--- config.mk ---
export PLATFORM = sky130hd
export DESIGN_NAME = demux_1to4_case
export DESIGN_NICKNAME = d
export VERILOG_FILES = /design/src/rtl/demux_1to4_case.sv
export SDC_FILE = /design/constraint.sdc
export NUM_CORES = 1
export LEC_CHECK = 0
export CAP_MARGIN = 25
export CORE_ASPECT_RATIO = 1.2
export CORE_MARGIN = 2
export CORE_UTILIZATION = 41
export CTS_BUF_LIST = sky130_fd_sc_hd__clkbuf_16
export DETAILED_ROUTE_END_ITERATION = 10
export PLACE_DENSITY = 0.8
export SLEW_MARGIN = 20
export SYNTH_ARGS = -nofsm -noshare
export SYNTH_HDL_FRONTEND = slang
export SYNTH_SLANG_ARGS = --single-unit
--- constraint.sdc ---
create_clock -name clk -period 1.68 [get_ports clk]
set_input_delay 0.336 -clock clk [delete_from_list [all_inputs] [get_ports clk]]
set_output_delay 0.336 -clock clk [all_outputs]
set_load 0.01 [all_outputs]
--- src/rtl/demux_1to4_case.sv ---
// Registered 1-to-4 demultiplexer: sel steers i to one of o0..o3, with a one-hot valid vector.
// Build option DEMUX_CASE_HOLD_EN: outputs that are not loaded hold their value instead of clearing.
module demux_1to4_case #(
  parameter int width = 8,
  parameter int snum  = 2
) (
  input  logic             clk,
  input  logic             rst,
  input  logic [width-1:0] i,
  input  logic [snum-1:0]  sel,
  input  logic             en,
  output logic [width-1:0] o0,
  output logic [width-1:0] o1,
  output logic [width-1:0] o2,
  output logic [width-1:0] o3,
  output logic [3:0]       o_vld
);

  generate
    if (snum != 2) begin : g_bad_snum
      $error("demux_1to4_case: snum must be 2");
    end
    if (width < 4) begin : g_bad_width
      $error("demux_1to4_case: width must be >= 4");
    end
  endgenerate

  logic [width-1:0] o0_nxt, o1_nxt, o2_nxt, o3_nxt;
  logic [3:0]       vld_nxt;

  always_comb begin
`ifdef DEMUX_CASE_HOLD_EN
    o0_nxt = o0;
    o1_nxt = o1;
    o2_nxt = o2;
    o3_nxt = o3;
`else
    o0_nxt = '0;
    o1_nxt = '0;
    o2_nxt = '0;
    o3_nxt = '0;
`endif
    vld_nxt = 4'b0000;
    if (en) begin
      case (sel)
        2'd0: begin o0_nxt = i; vld_nxt = 4'b0001; end
        2'd1: begin o1_nxt = i; vld_nxt = 4'b0010; end
        2'd2: begin o2_nxt = i; vld_nxt = 4'b0100; end
        2'd3: begin o3_nxt = i; vld_nxt = 4'b1000; end
        // Unknown select bits: route nothing and clear every channel, even in hold mode.
        default: begin
          o0_nxt  = '0;
          o1_nxt  = '0;
          o2_nxt  = '0;
          o3_nxt  = '0;
          vld_nxt = 4'b0000;
        end
      endcase
    end
  end

  always_ff @(posedge clk) begin
    if (rst) begin
      o0    <= '0;
      o1    <= '0;
      o2    <= '0;
      o3    <= '0;
      o_vld <= 4'b0000;
    end else begin
      o0    <= o0_nxt;
      o1    <= o1_nxt;
      o2    <= o2_nxt;
      o3    <= o3_nxt;
      o_vld <= vld_nxt;
    end
  end

endmodule

* Yosys cells after proc, flatten, opt, wreduce, memory -nomap -nowiden *
Cells that the tools add are included.

storage, ports and cells
  register bits = 36
  logic and storage cells = 20
  bits of input ports = 13
  output and inout bits = 36

cells by class
  bitwise logic cells = 5
  equal/unequal tests = 3
  muxes and demuxes = 1
  reduce and logical (&&, ||, !) cells = 6

operators with widths
  kind                                           count
  one-hot mux 4 bit (4 select lines)             1
  OR reduction 3 bit                             4
  inverter 1 bit                                 5
  == test 2 bit, second input constant           2
  == test 2 x 1 -> 1 bit, second input constant  1
  logical NOT 2 bit                              1
  OR reduction 2 bit                             1

* Longest topological paths before layout *
Gate-level depths: netlist of run 1.

  depth after elaboration = 3
  gate-level depth with buffers = 3
  mapped depth without buffers = 2

* Worst setup path after synthesis of run 1 *
No wires, ideal clock.

  path type = in2reg
  start point = input sel[0]
  end point = register o0[4]
  library setup time = 0.064 ns
  stages on the path = 3
  setup slack = 0.834 ns
  required time = 1.616 ns
  arrival = 0.781 ns
  path buffers = 1
  cells stage by stage = or2_1 -> buf_6 -> nor2_2

on the way
  longest elaborated chain between the ends = 3

RTL lines
  what                                 RTL line  text
  start: declaration                   10        input logic [snum-1:0] sel,
  logical NOT 2 bit                    45        case (sel)
  inverter 1 bit (no source line)      -
  OR reduction 3 bit (no source line)  -
  end signal: assignment               70        o0 <= o0_nxt;
  end: declaration                     12        output logic [width-1:0] o0,

No other way between the ends.
A chain may end at the register's enable or synchronous reset.

* Worst setup path in the final report of run 1 *
  start point = register o1[4]
  end point = output o1[4]

RTL lines
  what                      RTL line  text
  start: declaration        13        output logic [width-1:0] o1,
  start signal: assignment  71        o1 <= o1_nxt;

No word-level cell between the ends.

==> impl_metrics.ini, run 1 <==
[synth]
synth_seq_cells = 36
synth_area_sq_um = 993.5
syn_inst = 89
synth.distinct_cells = 9
synth_area_per_cell_sq_um = 11.16
synth_area_leader_cell = dfxtp_1
synth_top_area_share_pct = 72.54
synth_nets = 102
ys_seq_area_share_pct = 72.54
ys_warn_count = 0
synth_area_leaders = dfxtp_1 (73%), nor2_1 (10%), nand3b_1 (6.0%), nor2_2 (5.7%), nand2b_1 (1.9%)

[detailed_routing]
drc_errors = 0
drt_pass1_iterations = 4
drt-vias-per-instance = 4.453
wl_um = 2211
wl_per_cell_um = 12.85
ant_nets = 0
drt_iter0_markers = 20
num_vias = 766

[floorplan]
die_h_um = 57.92
die_width_um = 48.94
core_sq_um = 2306
io_pins = 49
initial_core_util_pct = 43.08
row_count = 19
dieArea_sq_um = 2834

[clock_tree]
h-tree-depth = 2
clkTransAtPathRegs_ns = 0.06
cts_tree = yes
cts_made_buffers = 5
clockBufferDepth = 2
cts_resized = 0
post_cts_buffers = 0
cts-root-buf = clkbuf_16
hold_buffers = 0
cts_sinks = 36

[worst_setup_path]
worst_ep_required_time_ns = 1.34
start_kind = register
arrival_ns = 1.13
slowest_delay_ns = 0.54
cpLargestDelayFamily = buffers and inverters
setup.worst_path.class = reg2out
crit_slowest_cell = clkdlybuf4s50_1
worstPathCellList = clkdlybuf4s50_1
critPathBufInv = 1
crit_path_end_kind = output pin
worstPathMaxFanout = 1

[grt]
top_usage_layer = met2
grt_util_met1_pct = 16.14
grt_use_total_pct = 15.73
antenna_found_initial = 0
grt_pass1_vias = 755
grt_max_degree = 12
met3_usage_pct = 6.701
use_met2_pct = 30.14
overflow = 0
grt_pass1_wl_um = 3381

[sta]
finalCritPeriodShare_pct = 87.21
final_hold_viol_count = 0
setup_ws_ns = 0.2148
max_freq_mhz = 682.5
setup_viol = 0
rsz0062_at_grt = no
tns_ns = 0
period_needed_ns = 1.465
worstMarginPinSlew_ns = 0.4904
relSlewSlack_pct = 67.31
maxSlewViolCount = 0

[finish]
final_cell_area_sq_um = 1650
final_cells = 172
area_delta_synth_final_pct = 66.12
nets = 153
antenna_cells = 0
drive_gt1_share_pct = 11.35

[placed_design]
placed_area_sq_um = 1486
dpl_worst_slack_ns = 0.1791
port_buffers = 48
hpwl_um = 1598
gp_congestion = 0.6501
placed_cells = 164

[run_status]
status = completed

[pwr]
p_per_area_nw_per_um2 = 1206
p_leak_nw = 0.6152
peakVddDrop_uv = 1318

[worst_hold_path]
hold_path.class = in2reg
min_to = o0[5]
holdPathStages = 3
hp-start = i[5]

[run]
maxCapViolCount = 0
-- tightest hold or removal path: cells and delay by family --
kind,cells,cell delay (ns)
buffers and inverters,1,0.40
AND/OR/NAND/NOR,2,0.22
-- registers in the layout, indices dropped and copies added (netlist names) --
register / cells
o2: 8
o1: 8
o3: 8
o0: 8
o_vld: 4
-- cell type report --
type                       instances  area [sq um]
clock buffer                       5         125.1
sequential                        36         720.7
fill                             178         655.6
tap                               31         38.79
clock inverter                     3         38.79
timing repair buffer              48         480.5
multi-input combinational         49         246.5
-- logic make-up (layout without fill, tap and decap cells) --
group | after synthesis | count (layout) | share of synthesized area (%)
and+or+nand+nor | 49 | 49 | 24.81
buffers and inverters | 4 | 56 | 2.644
DFF | 36 | 36 | 72.54
-- placed cells by master, fill, tap and decap left out --
| cell type | instances |
|---|---|
| nor2_1 | 27 |
| nand2_1 | 1 |
| dfxtp_1 | 36 |
| nand2b_1 | 3 |
| clkdlybuf4s50_1 | 48 |
| bufinv_16 | 1 |
| clkbuf_16 | 5 |
| nor2_2 | 9 |
| nand3b_1 | 8 |
| clkinv_2 | 1 |
| or2_1 | 1 |
| inv_1 | 1 |
-- worst max-delay path by stage --
stage          cells after the start  slack, ns    from  endpoint
3_5_place_dp                       3       0.18  sel[0]     o0[7]
3_3_place_gp                       3       0.24  sel[0]     o0[7]
6_report                           1       0.21   o1[4]     o1[4]
4_1_cts                            1       0.20   o1[4]     o1[4]
5_1_grt                            1       0.18   o0[7]     o0[7]
2_1_floorplan                      3       0.83  sel[0]     o0[4]
-- metrics by stage --
| stage | power [mW] | util (%) | hold slack [ns] |
|---|---|---|---|
| 4_1_cts | 2.000 | 71.57 | 0.7195 |
| 6_report | 1.991 | 71.57 | 0.7277 |
| 2_1_floorplan | 0.9407 | - | 0.5520 |
| 5_1_grt | 2.052 | 71.57 | 0.7454 |
| 3_5_place_dp | 1.007 | 64.46 | 1.004 |
| 3_3_place_gp | 1.005 | 64.46 | 0.9890 |
-- power by group --
part	switching (mW)	total, mW	internal [mW]
clock	0.311	1.00	0.690
sequential	0.00429	0.874	0.870
combinational	0.0547	0.116	0.0608
-- routing by layer --
layer,vias up,wire length (um),share of wire (%)
li1,376,-,-
met2,31,1228,56
met3,0,140,6.3
met4,0,0,0
met1,359,843,38
met5,-,0,0
-- synthesized netlist by cell type --
cell type / instances
buf_6: 1
nor2_1: 27
dfxtp_1: 36
nor2_2: 9
buf_2: 3
nand2b_1: 3
nand3b_1: 8
nand2_1: 1
or2_1: 1
Power figures use the tool's default switching activity.
==> inputs of run 2 (changes only) <==
--- a/config.mk
+++ b/config.mk
@@ -11,6 +11,7 @@
 export CORE_UTILIZATION = 41
 export CTS_BUF_LIST = sky130_fd_sc_hd__clkbuf_16
 export DETAILED_ROUTE_END_ITERATION = 10
+export GPL_ROUTABILITY_DRIVEN = 0
 export PLACE_DENSITY = 0.8
 export SLEW_MARGIN = 20
 export SYNTH_ARGS = -nofsm -noshare
==> results of run 2 <==
Same layout as run 1: the final DEF is identical, and so are final timing and power.
==> inputs of run 3 (changes only) <==
--- a/config.mk
+++ b/config.mk
@@ -10,10 +10,10 @@
 export CORE_MARGIN = 2
 export CORE_UTILIZATION = 41
 export CTS_BUF_LIST = sky130_fd_sc_hd__clkbuf_16
+export CTS_CLUSTER_DIAMETER = 60
 export DETAILED_ROUTE_END_ITERATION = 10
 export GPL_ROUTABILITY_DRIVEN = 0
 export PLACE_DENSITY = 0.8
-export SLEW_MARGIN = 20
 export SYNTH_ARGS = -nofsm -noshare
 export SYNTH_HDL_FRONTEND = slang
 export SYNTH_SLANG_ARGS = --single-unit
==> results of run 3 <==
Same layout as run 1: the final DEF is identical, and so are final timing and power.
